### src/rtl/in2post_arbiter.sv
// Round-robin arbiter sharing one infix-to-postfix converter between two
// requesters; owner holds the converter until its postfix burst completes.
module in2post_arbiter #(
  parameter int unsigned DATA_BIT      = 6,
  parameter int unsigned MAX_TOKENS    = 32,
  parameter int unsigned DRAIN_TIMEOUT = 64
) (
  input  logic                CLK,
  input  logic                RESET,
  input  logic                REQ0,
  input  logic                REQ1,
  output logic                GNT0,
  output logic                GNT1,
  input  logic [DATA_BIT-1:0] IN0,
  input  logic [DATA_BIT-1:0] IN1,
  input  logic                IN0_VALID,
  input  logic                IN1_VALID,
  input  logic                OP0_VALID,
  input  logic                OP1_VALID,
  output logic [DATA_BIT-1:0] CONV_IN,
  output logic                CONV_IN_VALID,
  output logic                CONV_OP_VALID,
  input  logic [DATA_BIT-1:0] CONV_OUT,
  input  logic                CONV_OUT_VALID,
  output logic [DATA_BIT-1:0] RES_OUT,
  output logic                RES_OUT_VALID,
  output logic                RES_ID,
  output logic                BUSY,
  output logic                ERR
);

  localparam int unsigned CNT_W = $clog2(MAX_TOKENS + 2);
  localparam int unsigned WD_W  = $clog2(DRAIN_TIMEOUT + 1);

  typedef enum logic [2:0] {IDLE, GRANT, FEED, DRAIN, DONE} state_e;

  state_e              state_q, state_d;
  logic                pri_q, pri_d;
  logic                owner_q, owner_d;
  logic [CNT_W-1:0]    tok_cnt_q, tok_cnt_d;
  logic                out_seen_q, out_seen_d;
  logic [WD_W-1:0]     wdog_q, wdog_d;
  logic                gnt0_q, gnt0_d, gnt1_q, gnt1_d;
  logic [DATA_BIT-1:0] conv_in_q, conv_in_d;
  logic                conv_in_valid_q, conv_in_valid_d;
  logic                conv_op_valid_q, conv_op_valid_d;
  logic [DATA_BIT-1:0] res_out_q, res_out_d;
  logic                res_out_valid_q, res_out_valid_d;
  logic                res_id_q, res_id_d;
  logic                busy_q, busy_d;
  logic                err_q, err_d;

  // Owner-selected requester view; the other channel is ignored entirely.
  logic                sel_req_c, sel_vld_c, sel_op_c;
  logic [DATA_BIT-1:0] sel_in_c;

  assign sel_req_c = owner_q ? REQ1      : REQ0;
  assign sel_vld_c = owner_q ? IN1_VALID : IN0_VALID;
  assign sel_op_c  = owner_q ? OP1_VALID : OP0_VALID;
  assign sel_in_c  = owner_q ? IN1       : IN0;

  always_comb begin
    state_d         = state_q;
    pri_d           = pri_q;
    owner_d         = owner_q;
    tok_cnt_d       = tok_cnt_q;
    out_seen_d      = out_seen_q;
    wdog_d          = wdog_q;
    gnt0_d          = gnt0_q;
    gnt1_d          = gnt1_q;
    conv_in_d       = conv_in_q;
    conv_in_valid_d = 1'b0;
    conv_op_valid_d = 1'b0;
    err_d           = 1'b0;

    unique case (state_q)
      IDLE: begin
        if (pri_q ? REQ1 : REQ0) begin
          owner_d = pri_q;
          state_d = GRANT;
        end else if (pri_q ? REQ0 : REQ1) begin
          owner_d = ~pri_q;
          state_d = GRANT;
        end
        if (state_d == GRANT) begin
          gnt0_d = ~owner_d;
          gnt1_d = owner_d;
        end
      end
      GRANT: begin
        if (sel_vld_c) begin
          state_d         = FEED;
          conv_in_d       = sel_in_c;
          conv_in_valid_d = 1'b1;
          conv_op_valid_d = sel_op_c;
          tok_cnt_d       = CNT_W'(1);
        end else if (!sel_req_c) begin
          state_d = IDLE;
          gnt0_d  = 1'b0;
          gnt1_d  = 1'b0;
        end
      end
      FEED: begin
        conv_in_d = sel_in_c;
        if (CONV_OUT_VALID) out_seen_d = 1'b1;
        if (sel_vld_c) begin
          // Tokens past MAX_TOKENS are swallowed; counter saturates so ERR fires once.
          if (tok_cnt_q < CNT_W'(MAX_TOKENS)) begin
            conv_in_valid_d = 1'b1;
            conv_op_valid_d = sel_op_c;
          end else if (tok_cnt_q == CNT_W'(MAX_TOKENS)) begin
            err_d = 1'b1;
          end
          if (tok_cnt_q <= CNT_W'(MAX_TOKENS)) tok_cnt_d = tok_cnt_q + CNT_W'(1);
        end else begin
          state_d = DRAIN;
          gnt0_d  = 1'b0;
          gnt1_d  = 1'b0;
          wdog_d  = '0;
        end
      end
      DRAIN: begin
        if (CONV_OUT_VALID) out_seen_d = 1'b1;
        if (out_seen_q && !CONV_OUT_VALID) begin
          state_d = DONE;
        end else if (!out_seen_q && !CONV_OUT_VALID) begin
          if (wdog_q == WD_W'(DRAIN_TIMEOUT - 1)) begin
            wdog_d  = WD_W'(DRAIN_TIMEOUT);
            err_d   = 1'b1;
            state_d = DONE;
          end else begin
            wdog_d = wdog_q + WD_W'(1);
          end
        end
      end
      DONE: begin
        pri_d      = ~owner_q;
        tok_cnt_d  = '0;
        out_seen_d = 1'b0;
        wdog_d     = '0;
        state_d    = IDLE;
      end
      default: state_d = IDLE;
    endcase

    res_out_d       = CONV_OUT;
    res_out_valid_d = CONV_OUT_VALID && ((state_q == FEED) || (state_q == DRAIN));
    res_id_d        = owner_q;
    busy_d          = (state_d != IDLE);
  end

  always_ff @(posedge CLK or negedge RESET) begin
    if (!RESET) begin
      state_q         <= IDLE;
      pri_q           <= 1'b0;
      owner_q         <= 1'b0;
      tok_cnt_q       <= '0;
      out_seen_q      <= 1'b0;
      wdog_q          <= '0;
      gnt0_q          <= 1'b0;
      gnt1_q          <= 1'b0;
      conv_in_q       <= '0;
      conv_in_valid_q <= 1'b0;
      conv_op_valid_q <= 1'b0;
      res_out_q       <= '0;
      res_out_valid_q <= 1'b0;
      res_id_q        <= 1'b0;
      busy_q          <= 1'b0;
      err_q           <= 1'b0;
    end else begin
      state_q         <= state_d;
      pri_q           <= pri_d;
      owner_q         <= owner_d;
      tok_cnt_q       <= tok_cnt_d;
      out_seen_q      <= out_seen_d;
      wdog_q          <= wdog_d;
      gnt0_q          <= gnt0_d;
      gnt1_q          <= gnt1_d;
      conv_in_q       <= conv_in_d;
      conv_in_valid_q <= conv_in_valid_d;
      conv_op_valid_q <= conv_op_valid_d;
      res_out_q       <= res_out_d;
      res_out_valid_q <= res_out_valid_d;
      res_id_q        <= res_id_d;
      busy_q          <= busy_d;
      err_q           <= err_d;
    end
  end

  assign GNT0          = gnt0_q;
  assign GNT1          = gnt1_q;
  assign CONV_IN       = conv_in_q;
  assign CONV_IN_VALID = conv_in_valid_q;
  assign CONV_OP_VALID = conv_op_valid_q;
  assign RES_OUT       = res_out_q;
  assign RES_OUT_VALID = res_out_valid_q;
  assign RES_ID        = res_id_q;
  assign BUSY          = busy_q;
  assign ERR           = err_q;

endmodule

### config.mk
export PLATFORM = sky130hd
export DESIGN_NAME = in2post_arbiter
export DESIGN_NICKNAME = d
export VERILOG_FILES = /design/src/rtl/in2post_arbiter.sv
export SDC_FILE = /design/constraint.sdc
export NUM_CORES = 1
export LEC_CHECK = 0
export BUFFER_PORTS_ARGS = -buffer_cell sky130_fd_sc_hd__buf_2
export CAP_MARGIN = 0
export CORE_MARGIN = 5
export CORE_UTILIZATION = 40
export CTS_CLUSTER_SIZE = 20
export DETAILED_ROUTE_END_ITERATION = 10
export PLACE_DENSITY = 0.63
export SETUP_SLACK_MARGIN = 0.3
export SYNTH_ARGS = -nofsm -noshare
export SYNTH_HDL_FRONTEND = slang
export SYNTH_SLANG_ARGS = --single-unit
### constraint.sdc
create_clock -name CLK -period 2.5 [get_ports CLK]
set_input_delay 0.375 -clock CLK [delete_from_list [all_inputs] [get_ports CLK]]
set_output_delay 0.375 -clock CLK [all_outputs]
set_load 0.02 [all_outputs]
==> out/results.tsv, run 1 <==
metric	value	unit
run_status	complete, no violations	
grt_start_max_net_pins	40	
postSynthAreaPerCell	11.1	um^2
diodes	0	
r2r_end	tok_cnt_q[3]$_DFFE_PN0P_	
post_cts.resized_instances	0	
initial_core_util	42.1	%
drt_drc_violations_left	0	
initialDrtViolationCount	58	
timing.critical_path.from	tok_cnt_q[0]$_DFFE_PN0P_	
utilization	51.4	%
sinks_on_the_clock_net	39	
combPwrFrac	40.7	%
layout.cells.most_common_list	buf_2 (46), dfrtp_1 (39), mux2_2 (13), nand2_1 (12), o21ai_0 (11)	
drv_slew	0	
ctsHtreeMaxLevel	2	
wirelength	3910	um
hold_violations	0	
cts_buffers	5	
ant_nets	0	
gp_weighted_congestion	0.792	
min_period	2.05	ns
die_height	78.4	um
crit_fanout	4	
synth-seq-area-share	52.2	%
synth_enable_flop_cells	0	
hold_class	primary input to async pin	
synth_top_area_share	52.2	%
timing.setup.critical_path_class	register to register	
tightestPinTransition	0.837	ns
overflow	0	
synth_top_flop_cell	dfrtp_1	
async_reset_ff_share	100	%
drt-wirelength-per-cell	14.3	um
fin_setup_tns	0	ns
final_critical_path_setup_slack	0.449	ns
reg2reg_from	tok_cnt_q[0]$_DFFE_PN0P_	
synthTopCellsByArea	dfrtp_1 (52%), mux2_2 (7.8%), mux2i_1 (3.7%)	
core-area	4440	um^2
detailedPlace.worstSlack	0.432	ns
final_layout_size_suffix_gt1_share	35.1	%
ios	47	
clock_power_share	20.8	%
clk_pin_slew	0.08	ns
crit_required	2.67	ns
post_synth_num_cell_types	41	
cts.hold.buffers_added	0	
layout.cells.most_common	buf_2	
die_width	78.4	um
number_of_max_cap_violations	0	
grt_usage	14.1	%
cts_tree	yes	
grt_setup_unrepaired	no	
setup.worst_path.end_class	register	
p_per_area	1090	nW/um^2
post_detail_place_hpwl	2870	um
share_of_power_burned_in_registers	38.6	%
clk-insertion-delay-late	0.29	ns
power.ir.vdd_worst	392	uV
finalSetupViolations	0	
total_leakage_power	1.05	nW
dieArea	6140	um^2
power.net_switching	0.000933	W
period_share	82.1	%
internal-power	0.00156	W
detail_route.first_pass.iterations	4	
synth.ff_latch_count	39	
vias_in_the_first_global_route	1380	
fin_worst_skew	0.00592	ns
cell_count_of_the_worst_reg_to_reg_path	6	
port_buffers	46	
max_freq	487	MHz
cts_post_setup_buffers_inserted	0	
switching_share	37.4	%
grt_first_pass_wirelength	6780	um
reg2reg_setup_slack	0.45	ns
nNetsFinal	251	
placement_rows	24	
cell_area_after_synthesis	1870	um^2
clock_tree.root_cell	clkbuf_8	
yosys.area.top_type	dfrtp_1	
syn-num-nets	198	
worstSetupStartpointType	register	
critical_path.endpoint	tok_cnt_q[3]$_DFFE_PN0P_	
layout-area-overhead-vs-synth	22.2	%
number_of_inserted_filler_cells_in_the_final_layout	403	
maxSlewHeadroom	44.2	%
design_area	2290	um^2
placed_area	2170	um^2
crit_arrival	2.22	ns
route.detailed.vias_per_inst	5.24	
cts_buffer_depth	2	
routed-via-count	1436	
synth-warning-count	0	
grt_antenna_before_repair	0	
synth_cells	168	
==> sequential cells by signal (all words and copies together), names as in the netlist <==
signal	flops
owner_q	1
CONV_IN	6
CONV_OP_VALID	1
RES_OUT	6
CONV_IN_VALID	1
RES_ID	1
GNT1	1
pri_q	1
wdog_q	7
state_q	3
GNT0	1
out_seen_q	1
RES_OUT_VALID	1
tok_cnt_q	6
ERR	1
BUSY	1
==> final cells by class <==
| class | instances | area [um^2] | share of cell area, % |
|---|---|---|---|
| well taps | 52 | 65.1 | 2.85 |
| clock buffers | 5 | 68.8 | 3.01 |
| repair buffers | 50 | 260 | 11.4 |
| multi-input cells | 117 | 842 | 36.8 |
| flip-flops and latches | 39 | 976 | 42.7 |
| inverters | 8 | 30.0 | 1.31 |
| clock inverters | 3 | 43.8 | 1.92 |
==> worst min path at each step <==
| stage | start | to | slack [ns] | depth (start not counted) |
|---|---|---|---|---|
| floorplan | RESET | BUSY$_DFF_PN0_ | 0.08 | 0 |
| global placement | CONV_OUT[1] | RES_OUT[1]$_DFF_PN0_ | 0.48 | 1 |
| detailed placement | CONV_OUT[2] | RES_OUT[2]$_DFF_PN0_ | 0.48 | 1 |
| CTS | CONV_OUT[2] | RES_OUT[2]$_DFF_PN0_ | 0.18 | 1 |
| global route | CONV_OUT[2] | RES_OUT[2]$_DFF_PN0_ | 0.16 | 1 |
| finish | RESET | tok_cnt_q[1]$_DFFE_PN0P_ | 0.19 | 1 |
==> power by group through the flow <==
stage	Sequential [W]	Clock [W]	Combinational, W
after global routing	0.00100	0.000569	0.00113
final	0.000962	0.000518	0.00101
after global placement	0.000968	0	0.00102
after CTS	0.000962	0.000534	0.00103
after detailed placement	0.000975	0	0.00102
after floorplan	0.00105	0	0.000641
==> per-stage QoR <==
| step | instances | power, W | hold WS [ns] |
|---|---|---|---|
| floorplan | 168 | 0.00169 | 0.0794 |
| global route | 274 | 0.00270 | 0.164 |
| global placement | 266 | 0.00199 | 0.484 |
| detailed placement | 266 | 0.00200 | 0.484 |
| CTS | 274 | 0.00252 | 0.178 |
| finish | 274 | 0.00249 | 0.188 |
==> cells in the mapped netlist (4+ instances only) <==
master     n
nor2b_1    5
o21ai_0   11
mux2i_1    7
nand2_1   12
inv_1      8
a21oi_1    9
nor2_1     8
mux2_2    13
dfrtp_1   39
nand2b_1   4
nor3_1     5
==> critical path, cell delays in order, from the launching register on <==
cell       delay [ns]
dfrtp_1          0.42
inv_1            0.09
ha_1             0.15
or4b_4           0.47
a211oi_4         0.30
o2111ai_2        0.18
mux2_1           0.33
==> layer usage <==
| layer | wire length (um) | vias up | track usage (%) |
|---|---|---|---|
| met2 | 1840 | 34 | 22.2 |
| met3 | 218 | 4 | 5.03 |
| met4 | 41 | 0 | 4.20 |
| met1 | 1800 | 684 | 18.3 |
| met5 | 0 | - | 0 |
| li1 | - | 714 | - |
==> cell families after synthesis <==
group | share of synthesized area, %
and+or+nand+nor | 15.3
AOI/OAI and AO/OA | 15.0
DFF | 52.2
muxes | 12.2
buffers and inverters | 2.81
adders and majority gates | 2.01
xor gates and xnor gates | 0.468
Note: power is estimated with default switching activity, not from simulation.
==> run 2, diff against run 1 <==
Settings changed: ABC_AREA set to 1, PLACE_DENSITY 0.63 to 0.64.
Clock period 2.5 ns to 1.7 ns, I/O delays scaled along.
==> run 2 against run 1 <==
Net effect:
- combinational power up 110%
- clock skew about the same
- first-iteration DRC count increased by 110%
- critical path type unchanged
- largest power group unchanged
==> out/results.tsv, run 2 <==
metric	value	unit	change
run_status	complete, no violations		unchanged
cp_num_buf_inv	2		was 1
synth_enable_flop_cells	0		unchanged
tightestPinTransition	0.255	ns	was 0.837 ns
layout-area-overhead-vs-synth	29.9	%	was 22.2%
synth_compound_gate_area_share	9.11	%	was 15.1%
wirelength	4760	um	was 3910 um
routed-via-count	1843		was 1,436
fin_setup_tns	0	ns	unchanged
cts_buffers	5		unchanged
timing.setup.critical_path_class	register to register		unchanged
synth-adder-area-share	1.81	%	was 2.01%
crit_required	1.89	ns	was 2.67 ns
largest_reg_flops	7		unchanged
maxSlewHeadroom	82.9	%	was 44.2%
clk_pin_slew	0.08	ns	about the same
drt_drc_violations_left	0		unchanged
die_height	82.0	um	was 78.4 um
crit_arrival	1.54	ns	was 2.22 ns
grt_first_pass_wirelength	7320	um	was 6780 um
largest-register	wdog_q		unchanged
initialDrtViolationCount	124		was 58
post_synth_num_cell_types	26		was 41
synth_top_area_share	47.0	%	was 52.2%
period_share	79.5	%	was 82.1%
hold_class	primary input to register		was primary input to async pin
power.net_switching	0.00184	W	was 0.000933 W
grt_start_max_net_pins	40		unchanged
grt_usage	14.2	%	was 14.1%
p_per_area	1610	nW/um^2	was 1090 nW/um^2
layout.cells.most_common_list	nand2_1 (79), buf_2 (46), dfrtp_1 (33), inv_1 (25)		was buf_2 (46), dfrtp_1 (39), mux2_2 (13), nand2_1 (12), o21ai_0 (11)
crit_path_frequent_cell	nand3_4		
syn-num-nets	290		was 198
cell_area_after_synthesis	2070	um^2	was 1870 um^2
dieArea	6730	um^2	was 6140 um^2
detail_route.first_pass.iterations	4		unchanged
crit_family	flip-flops		was compound AO/OA/AOI/OAI gates
crit_fanout	7		was 4
final_layout_size_suffix_gt1_share	34.9	%	was 35.1%
clock_power_share	18.7	%	was 20.8%
gp_weighted_congestion	0.770		was 0.792
overflow	0		unchanged
hold_path.startpoint	CONV_OUT[4]		
combPwrFrac	48.6	%	was 40.7%
power.ir.vdd_worst	679	uV	was 392 uV
worst_path_max_delay_cell	dfrtp_2		was or4b_4
sinks_on_the_clock_net	39		unchanged
ctsHtreeMaxLevel	2		unchanged
layout.cells.most_common	nand2_1		was buf_2
synth.ff_latch_count	39		unchanged
postSynthAreaPerCell	7.98	um^2	was 11.1 um^2
synth_xor_xnor_area_share	1.69	%	was 0.468%
placement_rows	26		was 24
route.detailed.vias_per_inst	4.68		was 5.24
initial_core_util	40.9	%	was 42.1%
max_freq	740	MHz	was 487 MHz
synth_commonest_cells	nand2_1 (81), dfrtp_1 (39), inv_1 (26)		was dfrtp_1 (39), mux2_2 (13), nand2_1 (12)
synth-warning-count	0		unchanged
number_of_max_cap_violations	0		unchanged
switching_share	42.5	%	was 37.4%
yosys.area.top_type	dfrtp_1		unchanged
critPathMaxStageDelay	0.50	ns	was 0.47 ns
worstPathCellList	inv_2 -> nand3_4 -> nand3_2 -> nand3_4 -> buf_6 -> nand2_1 -> o21ai_2		was inv_1 -> ha_1 -> or4b_4 -> a211oi_4 -> o2111ai_2 -> mux2_1
die_width	82.0	um	was 78.4 um
grt_antenna_before_repair	0		unchanged
post_detail_place_hpwl	3230	um	was 2870 um
post_synth_mux_area_share	0	%	was 12.2%
drt-wirelength-per-cell	12.1	um	was 14.3 um
timing.critical_path.from	state_q[0]$_DFF_PN0_		was tok_cnt_q[0]$_DFFE_PN0P_
synth_top_family_by_area	simple AND/OR/NAND/NOR gates		unchanged
worstSetupStartpointType	register		unchanged
share_of_power_burned_in_registers	32.7	%	was 38.6%
synthTopCellsByArea	dfrtp_1 (47%), nand2_1 (15%), inv_1 (4.7%)		was dfrtp_1 (52%), mux2_2 (7.8%), mux2i_1 (3.7%)
dpl.cell_count	373		was 266
synth_simple_gate_area_share	32.6	%	was 15.3%
ios	47		unchanged
synth_most_common_cell	nand2_1		was dfrtp_1
setup.worst_path.end_class	register		unchanged
grt_setup_unrepaired	yes		was no
synth-seq-area-share	47.0	%	was 52.2%
min_period	1.35	ns	was 2.05 ns
port_buffers	46		unchanged
core-area	5070	um^2	was 4440 um^2
async_reset_ff_share	100	%	unchanged
finalSetupViolations	0		unchanged
synth_top_flop_cell	dfrtp_1		unchanged
fin_worst_skew	0.00587	ns	was 0.00592 ns
nNetsFinal	353		was 251
ant_nets	0		unchanged
cts_tree	yes		unchanged
reg2reg_from	state_q[0]$_DFF_PN0_		was tok_cnt_q[0]$_DFFE_PN0P_
layout_cells_excl_fill	394		was 274
vias_in_the_first_global_route	1628		was 1,380
internal-power	0.00249	W	was 0.00156 W
diodes	0		unchanged
total_leakage_power	1.39	nW	was 1.05 nW
drv_slew	0		unchanged
cts_buffer_depth	2		unchanged
hold_violations	0		unchanged
synth_cells	260		was 168
clk-insertion-delay-late	0.29	ns	about the same
clock_tree.root_cell	clkbuf_8		unchanged
-- run 2: changes by cell type after synthesis, moves of 8 or more --
cell	delta
nor2_1	+12
inv_1	+18
nand3_1	+15
mux2_2	-13
o21ai_1	+8
nand2_1	+69
-- run 2: cells by family (layout without fill, tap and decap cells) --
kind of cell             Yosys count  in the layout
AO/OA/AOI/OAI                     32             32
XOR/XNOR                           4              4
adder cells (fa/ha/maj)            3              3
buffers and inverters             36            100
flip-flops                        39             39
AND/OR/NAND/NOR                  146            146
-- run 2: area by class of cell --
cell class | count | area, um^2
Clock buffer | 6 | 82.6
Clock inverter | 2 | 35.0
Fill cell | 502 | 2380
Inverter | 31 | 126
Multi-Input combinational cell | 185 | 1000
Sequential cell | 39 | 983
Tap cell | 70 | 87.6
Timing Repair Buffer | 61 | 374
-- run 2: timing repair --
action,in CTS,in global routing
hold endpoints to repair,39,0
resized for setup,12,18
pin swaps,1,5
setup endpoints to repair,17,21
buffers inserted,2,10
hold buffers,1,0
-- run 2: metal layers --
metal	GRT usage, %	vias to the layer above	share of wire, %
li1	-	959	-
met1	17.8	839	45
met2	23.7	37	49
met3	3.73	8	5.0
met4	4.98	0	1.6
met5	0	-	0
-- run 2: final timing paths --
kind	end	slack [ns]	depth (start not counted)
setup reg to reg	wdog_q[5]$_DFFE_PN0P_	0.35	7
hold reg to reg	GNT1$_DFFE_PN0P_	0.48	2
min in group asynchronous	ERR$_DFF_PN0_	0.45	3
hold / removal	RES_OUT[4]$_DFF_PN0_	0.07	1
max in group asynchronous	state_q[2]$_DFF_PN0_	1.04	3
setup / recovery	wdog_q[5]$_DFFE_PN0P_	0.35	7
-- run 2: per-stage QoR --
| stage | instance area (um^2) | hold slack, ns | util [%] | setup WS (ns) | total power [W] |
|---|---|---|---|---|---|
| final | 2690 | 0.0685 | 53.1 | 0.349 | 0.00434 |
| after CTS | 2570 | 0.0627 | 50.7 | 0.293 | 0.00406 |
| after detailed placement | 2380 | 0.243 | 46.8 | 0.118 | 0.00311 |
| after global routing | 2690 | 0.0436 | 53.1 | 0.243 | 0.00466 |
| after global placement | 2380 | 0.240 | 46.8 | 0.103 | 0.00309 |
| after floorplan | 2070 | -0.0406 | - | 0.305 | 0.00272 |
-- run 2: power groups by stage --
stage | clock, W | sequential, W | combinational (W)
floorplan | 0 | 0.00153 | 0.00119
global placement | 0 | 0.00139 | 0.00170
detailed placement | 0 | 0.00139 | 0.00171
CTS | 0.000824 | 0.00139 | 0.00184
global route | 0.000876 | 0.00145 | 0.00234
finish | 0.000809 | 0.00142 | 0.00211
-- run 2: worst reg2reg max path, stage by stage (launching register included) --
cell     delay, ns
dfrtp_2       0.50
inv_2         0.12
nand3_4       0.13
nand3_2       0.11
nand3_4       0.12
buf_6         0.16
nand2_1       0.06
o21ai_2       0.05
==> run 3, diff against run 2 <==
Settings changed: ABC_AREA 1 to 0, PLACE_DENSITY 0.64 to 0.63.
Clock period 1.7 ns to 1.41 ns, I/O delays scaled along.
==> run 3 against run 2 <==
Net effect:
- sequential share of layout area is 4.8 points lower
- largest cell class unchanged
- critical endpoint is now tok_cnt_q[3]$_DFFE_PN0P_
- clock skew is 0.0030 ns higher
- die area is 8.7% lower
- clock-buffer cell count is 1 higher
- the run now ends with setup timing left
- core utilization is 16 points higher
- sequential power is 14% higher
- cell area is 14% higher
- global-route usage is 3.9 points higher
- flip-flop and latch count stayed put
- non-clock buffer count is 42 higher
- via count is 8.2% lower
==> out/results.tsv, run 3 (same netlist as run 1, synthesis figures left out) <==
metric	value	unit	change
wirelength	5210	um	was 4760 um
placed_area	2630	um^2	was 2380 um^2
overflow	0		unchanged
cts_buffers	5		unchanged
min_period	1.99	ns	was 1.35 ns
p_per_area	1880	nW/um^2	was 1610 nW/um^2
worstSetupStartpointType	register		unchanged
grt_antenna_before_repair	0		unchanged
die_height	78.4	um	was 82.0 um
core-area	4440	um^2	was 5070 um^2
layout-area-overhead-vs-synth	64.7	%	was 29.9%
wl_met1	2120	um	was 2130 um
finalPower	0.00581	W	was 0.00434 W
final_layout_size_suffix_gt1_share	62.5	%	was 34.9%
timing.setup.critical_path_class	register to register		unchanged
placement_rows	24		was 26
drt_drc_violations_left	0		unchanged
power.ir.vdd_worst	789	uV	was 679 uV
holdWs	0.0233	ns	was 0.0685 ns
post_detail_place_hpwl	3810	um	was 3230 um
drv_slew	0		unchanged
clk-insertion-delay-late	0.30	ns	was 0.29 ns
clk_pin_slew	0.07	ns	was 0.08 ns
cts_tree	yes		unchanged
dieArea	6140	um^2	was 6730 um^2
final_critical_path_setup_slack	-0.583	ns	was 0.349 ns
crit_required	1.59	ns	was 1.89 ns
grt_setup_unrepaired	yes		unchanged
hold_violations	0		unchanged
route.detailed.vias_per_inst	5.17		was 4.68
total_leakage_power	1.43	nW	was 1.39 nW
nNetsFinal	304		was 353
sinks_on_the_clock_net	39		unchanged
grt_first_pass_wirelength	8800	um	was 7320 um
run_status	complete, but fails checks		was complete, no violations
route.met3.wl	267	um	was 237 um
period_share	141	%	was 79.5%
largest-register	wdog_q		unchanged
detail_route.first_pass.iterations	4		unchanged
die_width	78.4	um	was 82.0 um
drt-wirelength-per-cell	15.9	um	was 12.1 um
clock_tree.root_cell	clkbuf_8		unchanged
ant_nets	0		unchanged
ios	47		unchanged
grt_usage	18.1	%	was 14.2%
fin_worst_skew	0.00886	ns	was 0.00587 ns
ctsHtreeMaxLevel	2		unchanged
gp_weighted_congestion	0.800		was 0.770
finalSetupViolations	28		was 0
layout.cells.most_common_list	buf_2 (46), dfrtp_1 (38), buf_4 (37), buf_6 (16)		was nand2_1 (79), buf_2 (46), dfrtp_1 (33), inv_1 (25)
grt_start_max_net_pins	19		was 40
layout.cells.most_common	buf_2		was nand2_1
largest_reg_flops	7		unchanged
cts_buffer_depth	2		unchanged
setup.worst_path.end_class	register		unchanged
vias_in_the_first_global_route	1861		was 1,628
routed.top_layer	met4		unchanged
routed-via-count	1692		was 1,843
diodes	0		unchanged
initial_core_util	42.1	%	was 40.9%
port_buffers	46		unchanged
met2_wirelength	2730	um	was 2310 um
max_freq	502	MHz	was 740 MHz
violations	setup timing		
crit_arrival	2.17	ns	was 1.54 ns
hold_class	primary input to register		unchanged
design_area	3080	um^2	was 2690 um^2
crit_fanout	2		was 7
number_of_max_cap_violations	0		unchanged
tightestPinTransition	0.356	ns	was 0.255 ns
initialDrtViolationCount	60		was 124
maxSlewHeadroom	76.2	%	was 82.9%
-- run 3: where the power goes --
| group | switching (W) | internal (W) | total [W] |
|---|---|---|---|
| registers | 0.000189 | 0.00144 | 0.00162 |
| logic | 0.00164 | 0.00180 | 0.00344 |
| clock network | 0.000394 | 0.000347 | 0.000742 |
-- run 3: timing repair --
item / 4_1_cts / 5_1_grt
buffers inserted: 7 / 5
hold buffers: 1 / 0
gates resized for setup: 35 / 24
pin swaps: 11 / 16
setup endpoints to repair: 31 / 32
cloned: 0 / 0
endpoints found under the hold margin: 7 / 0
-- run 3: critical path: stages, from the launching register on --
cell and delay (ns):
dfrtp_1 0.40, inv_2 0.08, ha_4 0.13, or4b_4 0.47, a211oi_4 0.27, o2111ai_2 0.20
mux2_4 0.32
-- run 3: metrics by stage --
stage	setup slack, ns	setup TNS, ns	cells	util [%]
2_1_floorplan	-0.511	-2.52	168	-
3_3_place_gp	-0.446	-4.49	306	59.3
3_5_place_dp	-0.610	-5.86	306	59.3
4_1_cts	-0.559	-6.23	322	66.2
5_1_grt	-0.621	-7.74	327	69.3
6_report	-0.583	-6.19	327	69.3
-- run 3: path summary, 6_finish.rpt --
path	start	endpoint	slack, ns	depth (start not counted)
max in group asynchronous	RESET	owner_q$_DFFE_PN0P_	0.66	3
worst min-delay path	CONV_OUT[5]	RES_OUT[5]$_DFF_PN0_	0.02	1
min in group asynchronous	RESET	CONV_OP_VALID$_DFF_PN0_	0.29	2
worst max register to register	tok_cnt_q[0]$_DFFE_PN0P_	tok_cnt_q[3]$_DFFE_PN0P_	-0.58	6
worst max-delay path	tok_cnt_q[0]$_DFFE_PN0P_	tok_cnt_q[3]$_DFFE_PN0P_	-0.58	6
worst min register to register	GNT0$_DFFE_PN0P_	GNT0$_DFFE_PN0P_	0.50	1
-- run 3: final cells by class --
class / count / area [um^2]
tap: 52 / 65.1
timing repair buffer: 103 / 758
clock inverter: 1 / 5.00
clock buffer: 7 / 76.3
inverter: 8 / 30.0
multi-input combinational: 117 / 1170
sequential: 39 / 977
fill: 333 / 1360
-- run 3: metal layers --
metal / vias to the layer above / global-route usage, %
li1: 820 / -
met1: 823 / 21.0
met2: 38 / 32.4
met3: 11 / 4.92
met4: 0 / 6.29
met5: - / 0
